==> src/rtl/instr_encoder.sv <==
// Packs micro-op requests into 32-bit instruction words, queues them in a small FIFO and writes them to
// instruction memory over a req/ack port. Define ENC_FLUSH_EN to add the synchronous `flush` input.
module instr_encoder #(
    parameter int DATA_WIDTH = 31,
    parameter int DEPTH      = 4,
    parameter int ADDR_WIDTH = 8
) (
    input  logic                  clk,
    input  logic                  rst,
    input  logic                  req_valid,
    output logic                  req_ready,
    input  logic [2:0]            req_opc,
    input  logic [4:0]            req_rs,
    input  logic [4:0]            req_rt,
    input  logic [4:0]            req_rd,
    input  logic [15:0]           req_offset,
    input  logic                  load_start,
    input  logic [ADDR_WIDTH-1:0] start_addr,
`ifdef ENC_FLUSH_EN
    input  logic                  flush,
`endif
    output logic                  imem_wr,
    output logic [ADDR_WIDTH-1:0] imem_addr,
    output logic [DATA_WIDTH:0]   imem_data,
    input  logic                  imem_ack,
    output logic                  busy,
    output logic                  err_illegal,
    output logic                  wrapped
);

    localparam int DW    = DATA_WIDTH + 1;
    localparam int PTR_W = (DEPTH > 1) ? $clog2(DEPTH) : 1;
    localparam int CNT_W = PTR_W + 1;

    localparam logic [0:0] S_IDLE  = 1'b0;
    localparam logic [0:0] S_WRITE = 1'b1;

`ifndef ENC_FLUSH_EN
    logic flush;
    assign flush = 1'b0;
`endif

    logic [DW-1:0]         mem_q [DEPTH];
    logic [PTR_W-1:0]      wr_ptr_q, wr_ptr_d, rd_ptr_q, rd_ptr_d, rd_nxt;
    logic [CNT_W-1:0]      count_q, count_d;
    logic [0:0]            state_q, state_d;
    logic                  wr_q, wr_d;
    logic [ADDR_WIDTH-1:0] addr_q, addr_d;
    logic [DW-1:0]         data_q, data_d;
    logic                  err_q, err_d, wrap_q, wrap_d;
    logic                  accept, push, pop;
    logic [5:0]            funct;
    logic [DW-1:0]         enc_word;

    assign req_ready   = (count_q != CNT_W'(DEPTH));
    assign busy        = (count_q != '0) || (state_q == S_WRITE);
    assign imem_wr     = wr_q;
    assign imem_addr   = addr_q;
    assign imem_data   = data_q;
    assign err_illegal = err_q;
    assign wrapped     = wrap_q;
    assign rd_nxt      = rd_ptr_q + PTR_W'(1);

    always_comb begin
        funct = 6'd0;
        case (req_opc)
            3'd0:    funct = 6'd32;
            3'd1:    funct = 6'd34;
            3'd2:    funct = 6'd36;
            3'd3:    funct = 6'd37;
            3'd4:    funct = 6'd50;
            default: funct = 6'd0;
        endcase
        case (req_opc)
            3'd5:    enc_word = DW'({6'b000011, req_rs, req_rt, req_offset});
            3'd6:    enc_word = DW'({6'b000100, req_rs, req_rt, req_offset});
            default: enc_word = DW'({6'b000010, req_rs, req_rt, req_rd, 5'b01010, funct});
        endcase
    end

    always_comb begin
        state_d  = state_q;
        wr_d     = wr_q;
        addr_d   = addr_q;
        data_d   = data_q;
        err_d    = err_q;
        wrap_d   = wrap_q;
        wr_ptr_d = wr_ptr_q;
        rd_ptr_d = rd_ptr_q;
        count_d  = count_q;
        pop      = 1'b0;
        accept   = req_valid && req_ready && !flush;
        push     = accept && (req_opc != 3'd7);

        if (accept && (req_opc == 3'd7))
            err_d = 1'b1;

        if (flush) begin
            state_d  = S_IDLE;
            wr_d     = 1'b0;
            addr_d   = start_addr;
            wr_ptr_d = '0;
            rd_ptr_d = '0;
            count_d  = '0;
        end else begin
            case (state_q)
                S_IDLE: begin
                    if (count_q != '0) begin
                        data_d  = mem_q[rd_ptr_q];
                        wr_d    = 1'b1;
                        state_d = S_WRITE;
                    end
                end
                default: begin
                    if (imem_ack) begin
                        pop    = 1'b1;
                        addr_d = addr_q + ADDR_WIDTH'(1);
                        if (&addr_q)
                            wrap_d = 1'b1;
                        // Head stays queued until acked, so the follower sits one slot behind it.
                        if (count_q > CNT_W'(1)) begin
                            data_d = mem_q[rd_nxt];
                        end else if (push) begin
                            data_d = enc_word;
                        end else begin
                            wr_d    = 1'b0;
                            state_d = S_IDLE;
                        end
                    end
                end
            endcase

            if (load_start && !busy)
                addr_d = start_addr;

            if (push)
                wr_ptr_d = wr_ptr_q + PTR_W'(1);
            if (pop)
                rd_ptr_d = rd_nxt;
            case ({push, pop})
                2'b10:   count_d = count_q + CNT_W'(1);
                2'b01:   count_d = count_q - CNT_W'(1);
                default: count_d = count_q;
            endcase
        end
    end

    always_ff @(posedge clk) begin
        if (push)
            mem_q[wr_ptr_q] <= enc_word;
    end

    always_ff @(posedge clk or posedge rst) begin
        if (rst) begin
            state_q  <= S_IDLE;
            wr_q     <= 1'b0;
            addr_q   <= '0;
            data_q   <= '0;
            err_q    <= 1'b0;
            wrap_q   <= 1'b0;
            wr_ptr_q <= '0;
            rd_ptr_q <= '0;
            count_q  <= '0;
        end else begin
            state_q  <= state_d;
            wr_q     <= wr_d;
            addr_q   <= addr_d;
            data_q   <= data_d;
            err_q    <= err_d;
            wrap_q   <= wrap_d;
            wr_ptr_q <= wr_ptr_d;
            rd_ptr_q <= rd_ptr_d;
            count_q  <= count_d;
        end
    end

endmodule

==> config.mk <==
export PLATFORM = sky130hd
export DESIGN_NAME = instr_encoder
export DESIGN_NICKNAME = d
export VERILOG_FILES = /design/src/rtl/instr_encoder.sv
export SDC_FILE = /design/constraint.sdc
export NUM_CORES = 1
export LEC_CHECK = 0
export ABC_AREA = 0
export CAP_MARGIN = 5
export CORE_MARGIN = 2
export CORE_UTILIZATION = 59
export DETAILED_ROUTE_END_ITERATION = 10
export MAX_ROUTING_LAYER = met4
export PLACE_DENSITY_LB_ADDON = 0.1
export SLEW_MARGIN = 20
export SYNTH_ARGS = -nofsm -noshare
export SYNTH_HDL_FRONTEND = slang
export SYNTH_SLANG_ARGS = --single-unit
export TNS_END_PERCENT = 5
==> constraint.sdc <==
create_clock -name clk -period 5.5 [get_ports clk]
set_input_delay 0.825 -clock clk [delete_from_list [all_inputs] [get_ports clk]]
set_output_delay 0.825 -clock clk [all_outputs]
set_load 0.1 [all_outputs]
Yosys cells after proc, flatten, opt, wreduce, memory -nomap -nowiden. Memory sizes are Yosys's and may differ from the RTL's. Cells that the tools add are included.

Multiplexer cells: 24. Reductions and logical operators: 16. Add/sub/neg operators: 5. Order comparisons: 1. Equal/unequal tests: 15.

Operator list (number): 32-bit two-way mux (5); 29-bit one-hot mux with 2 select lines (1); 6-bit one-hot mux with 5 select lines (1); 8-bit two-way mux (3); 1-bit two-way mux (13); 3-bit == test (second input constant) (4); 10-bit AND reduction (1); 8-bit by 1-bit adder with 8-bit output (second input constant) (1); 2-bit nonzero test (4); 3-bit by 2-bit == test with 1-bit output (second input constant) (2); 2-bit != test (second input constant) (3); 3-bit != test (second input constant) (2); 3-bit one-hot mux with 2 select lines (1); 2-bit by 1-bit adder with 2-bit output (second input constant) (2); 1-bit logical AND (4); 4-bit AND reduction (1); 3-bit by 1-bit adder with 3-bit output (second input constant) (1); 3-bit by 1-bit == test with 1-bit output (second input constant) (1); 3-bit by 1-bit greater-than comparator with 1-bit output (second input constant) (1); 3-bit zero test (1); 3-bit by 1-bit != test with 1-bit output (second input constant) (1); 3-bit AND reduction (1); 3-bit nonzero test (1); 3-bit by 1-bit subtractor with 3-bit output (second input constant) (1); 5 further kinds (5).

Memories kept: 1. Word-level logic and storage cells: 71. Bits of input ports: 47. Output and inout port bits: 45. Memory bits (writable): 116. Register bits after elaboration: 51.

Memory list: mem_q (words 4, width 29, rd ports 2, clocked after memory_dff 0, wr ports 1, line 43) `logic [DW-1:0] mem_q [DEPTH];`.

Logic depth before layout (Yosys ltp).
Depth after elaboration: 7. Gate-level depth with buffers: 11. Gate-level depth less buffers: 9.

Least setup slack after synthesis. No wires, ideal clock.

Path kind: register -> output. Start point: reg count_q[0]. End point: out busy. Stages on the path, launching flop included: 7. Data required time: 4.675 ns. Path buffers: 2. Slack: 2.503 ns. Arrival: 2.172 ns. Cells stage by stage: dfrtp_1 > inv_1 > ha_1 > and3_1 > clkbuf_1 > inv_1 > clkbuf_1.

Word-level cells in the longest chain between the ends: 2.

Ends and longest elaborated chain: from (decl) (line 45) `logic [CNT_W-1:0] count_q, count_d;`; from (signal assigned) (line 173) `count_q <= count_d;`; 3-bit nonzero test (line 56) `assign busy = (count_q != '0) || (state_q == S_WRITE);`; 1-bit logical OR (line 56); to (decl) (line 26) `output logic busy,`.

Every way passes these cells.

Final worst setup path.
Start point: reg count_q[0]. End point: out req_ready.

Word-level cells in the longest chain between the ends: 1.

Ends and longest elaborated chain: 3-bit != test (line 55) `assign req_ready = (count_q != CNT_W'(DEPTH));`; to (decl) (line 11) `output logic req_ready,`.

Every way passes these cells.

==> metrics.txt <==
status=completed; via count=4914; Vias/cell=6.244; part of the power in registers=31.0%; CTS sink count=164; CP max stage cell=clkdlybuf4s50_1; Comb pwr share=49.8%; routed len/inst=21.97 µm; power density over the cells=661.5 nW/µm²; Die Y=119.8 µm; largest net degree at the start of global routing=60; I/O pin total=92; cell count after synthesis=520; number of synthesized flops with an enable pin=116; Nets=655; crit path capture type=output port; busiest layer in global routing=met2; Initial Utilization=59.97%; Syn-to-layout area delta=19.66%; M2 GR Usage=42.86%; DP Cell Count=755; H-Tree Depth=4; post-route ant nets=0; first-pass GRT wire length=27470 µm; CTS buffer count=17; VDD IR max=0.0003720 V; post-route setup TNS=0 ps; largest stage delay on the critical path=1170 ps; Top FF cell, synth=edfxtp_1; Worst Path Buf+Inv=2; Cells on Worst Hold Path=1; Synth top area share=44.04%; area of the die=14350 µm²; Yosys reg bits=164; CP startpoint kind=register; share of flip-flops with an asynchronous set or reset=29.27%; Max clock buf depth=2; Netlist Area Pre-Place=7910 µm²; post-cts sizing count=0; unrepaired setup endpoints after global routing=false; instance count on the critical path=4; Clk Latency, worst-skew pair=420 ps; syn avg cell area=15.21 µm²; Yosys top cell by area=edfxtp_1; initial antenna violation count=0; IO Port Bufs=88; CTS tree=yes; Worst-Margin Slew=1012 ps; post-route cell area=9465 µm²; met1 Resource Use GR=33.66%; met3 GRT Util=5.798%; Worst-path clk slew=60 ps; grt total ovfl=0; max-slew violations=0; Post-DP Area=8867 µm²; FF-to-FF path depth=8; commonest non-fill, non-tap cells in the layout=edfxtp_1, clkdlybuf4s50_1, mux4_2; Static Leak=3.501 nW; Initial DRT Pass Iterations=5; sequential share of the synthesized area=59.22%; DRT Wirelength=17290 µm; Setup-failing EPs final=0; number of synthesis warnings=0; CORE AREA=13190 µm²; fillers=884; # DRC=0; kind of critical path=register to output port; initial drt markers=429; minimum clock period=3349 ps; Max Clk Rate=0.2986 GHz; Total Routing Usage GR=26.34%; Max transition margin=32.54%; hold buffers post-CTS=0; Min-Delay Path Class=register to register; hpwl dp=10500 µm; row cnt=42; number of global-route vias before repair=5160; commonest non-fill, non-tap cell in the layout=edfxtp_1; Worst Path Required=4680 ps; hold wc startpoint=wrapped; Hold Path Sink=wrapped; Worst R2R End=imem_data[7]; Final Wtd Congestion=0.8570; Fin. Hold Viols=0; Critical Path, Cell by Cell=inv_1 > ha_1 > nand2_1 > clkdlybuf4s50_1; arrival time at the worst endpoint=2520 ps; maxcap violations=0; Yosys cell types=47; top area cells in the synthesized netlist=edfxtp_1, mux4_2, dfrtp_1, nand2_1, a311oi_2; period utilisation layout=60.89%; CP max FO=5; switching share of total power=43.66%; layout cells sized above 1=20.29%; # diodes=0; root buffer cell=clkbuf_16; r2r startpoint=count_q[0]; cell family with most CP delay=buffers and inverters; Psw=0.002734 W; Chip Width=119.8 µm; design internal power=0.003527 W; reg-to-reg slack, setup=2800 ps; clock power share=19.1%; # Post-CTS Setup Buffers=0; Layout Skew=8.791 ps; fin cells=787
worst register-to-register path, cell delays in order (launching register included):
cell     delay [ps]
dfrtp_1         430
inv_1           100
ha_1            230
nand2_1         170
and3_1          370
inv_2           120
a221o_2         730
a21oi_1         300
a21oi_1         120
final cells by class:
cell class,instances,area (µm²),share of cell area [%]
Sequential cell,164,4690,49.54
Multi-Input combinational cell,305,2963,31.30
Clock inverter,3,65.06,0.6874
Tap cell,176,220.2,2.327
Clock buffer,29,533.0,5.631
Timing Repair Buffer,97,945.9,9.993
Inverter,13,48.80,0.5155
state kept, by name, summed over array words and instances, names as in the netlist:
signal and cells:
state_q 1, imem_wr 1, imem_data 29, rd_ptr_q 2, wr_ptr_q 2, imem_addr 8
count_q 3, mem_q 116, wrapped 1, err_illegal 1
power by group through the flow:
stage	Clock [W]	Combinational, W	Sequential (W)
finish	0.00120	0.00312	0.00194
global route	0.00126	0.00329	0.00199
CTS	0.00121	0.00314	0.00195
detailed placement	0	0.00312	0.00196
global placement	0	0.00304	0.00194
floorplan	0	0.00156	0.00283
per-stage QoR:
stage / hold WS, ps / worst slack (ps) / util (%) / total power [W]
3_3_place_gp: 440.7 / 2143 / 67.23 / 0.004981
2_1_floorplan: 495.6 / 2503 / - / 0.004391
3_5_place_dp: 450.3 / 2034 / 67.23 / 0.005080
4_1_cts: 463.2 / 2153 / 71.76 / 0.006296
5_1_grt: 484.9 / 2071 / 71.76 / 0.006539
6_report: 460.4 / 2151 / 71.76 / 0.006261
worst max-delay path by stage:
| stage | from | to | slack (ps) |
|---|---|---|---|
| floorplan | count_q[0] | busy | 2500 |
| global placement | req_opc[2] | imem_data[22] | 2140 |
| detailed placement | req_opc[2] | imem_data[0] | 2030 |
| CTS | count_q[0] | req_ready | 2150 |
| global route | count_q[0] | req_ready | 2070 |
| finish | count_q[0] | req_ready | 2150 |
kinds of logic (layout without fill, tap and decap cells):
family	Yosys count	count (layout)	synth area share (%)
xor gates and xnor gates	12	12	1.329
and+or+nand+nor	122	122	7.055
AOI/OAI and AO/OA	80	80	8.210
muxes	78	78	19.12
buffers and inverters	53	142	3.432
other	1	3	0.04741
adders and majority gates	10	10	1.582
DFF	164	164	59.22
routing by layer:
| metal | part of all wire [%] | routed length (µm) |
|---|---|---|
| met1 | 41 | 7065 |
| met2 | 52 | 9051 |
| met3 | 5.7 | 978 |
| met4 | 1.1 | 195 |
| met5 | 0 | 0 |
synthesized netlist by cell type (2+ instances only):
cell type and instances:
buf_4 7, buf_1 2, edfxtp_1 116, a21o_1 13, buf_6 4, o211ai_1 6, o211ai_2 6, clkbuf_1 14
mux2i_1 15, a211oi_1 2, and2_1 5, xnor2_1 7, nand2b_1 3, ha_1 10, a21oi_1 13, nor2_1 24
xor2_1 5, o21ai_0 10, a221o_1 2, inv_1 11, o21ai_1 10, nand3_1 16, and3_1 10, inv_2 2
mux4_2 58, nor3b_1 2, nand2_1 51, a311oi_2 10, mux2_2 5, dfrtp_1 48, nor3_1 4, buf_2 13
o31a_1 2
No activity file was read; power rests on OpenSTA's default activity.
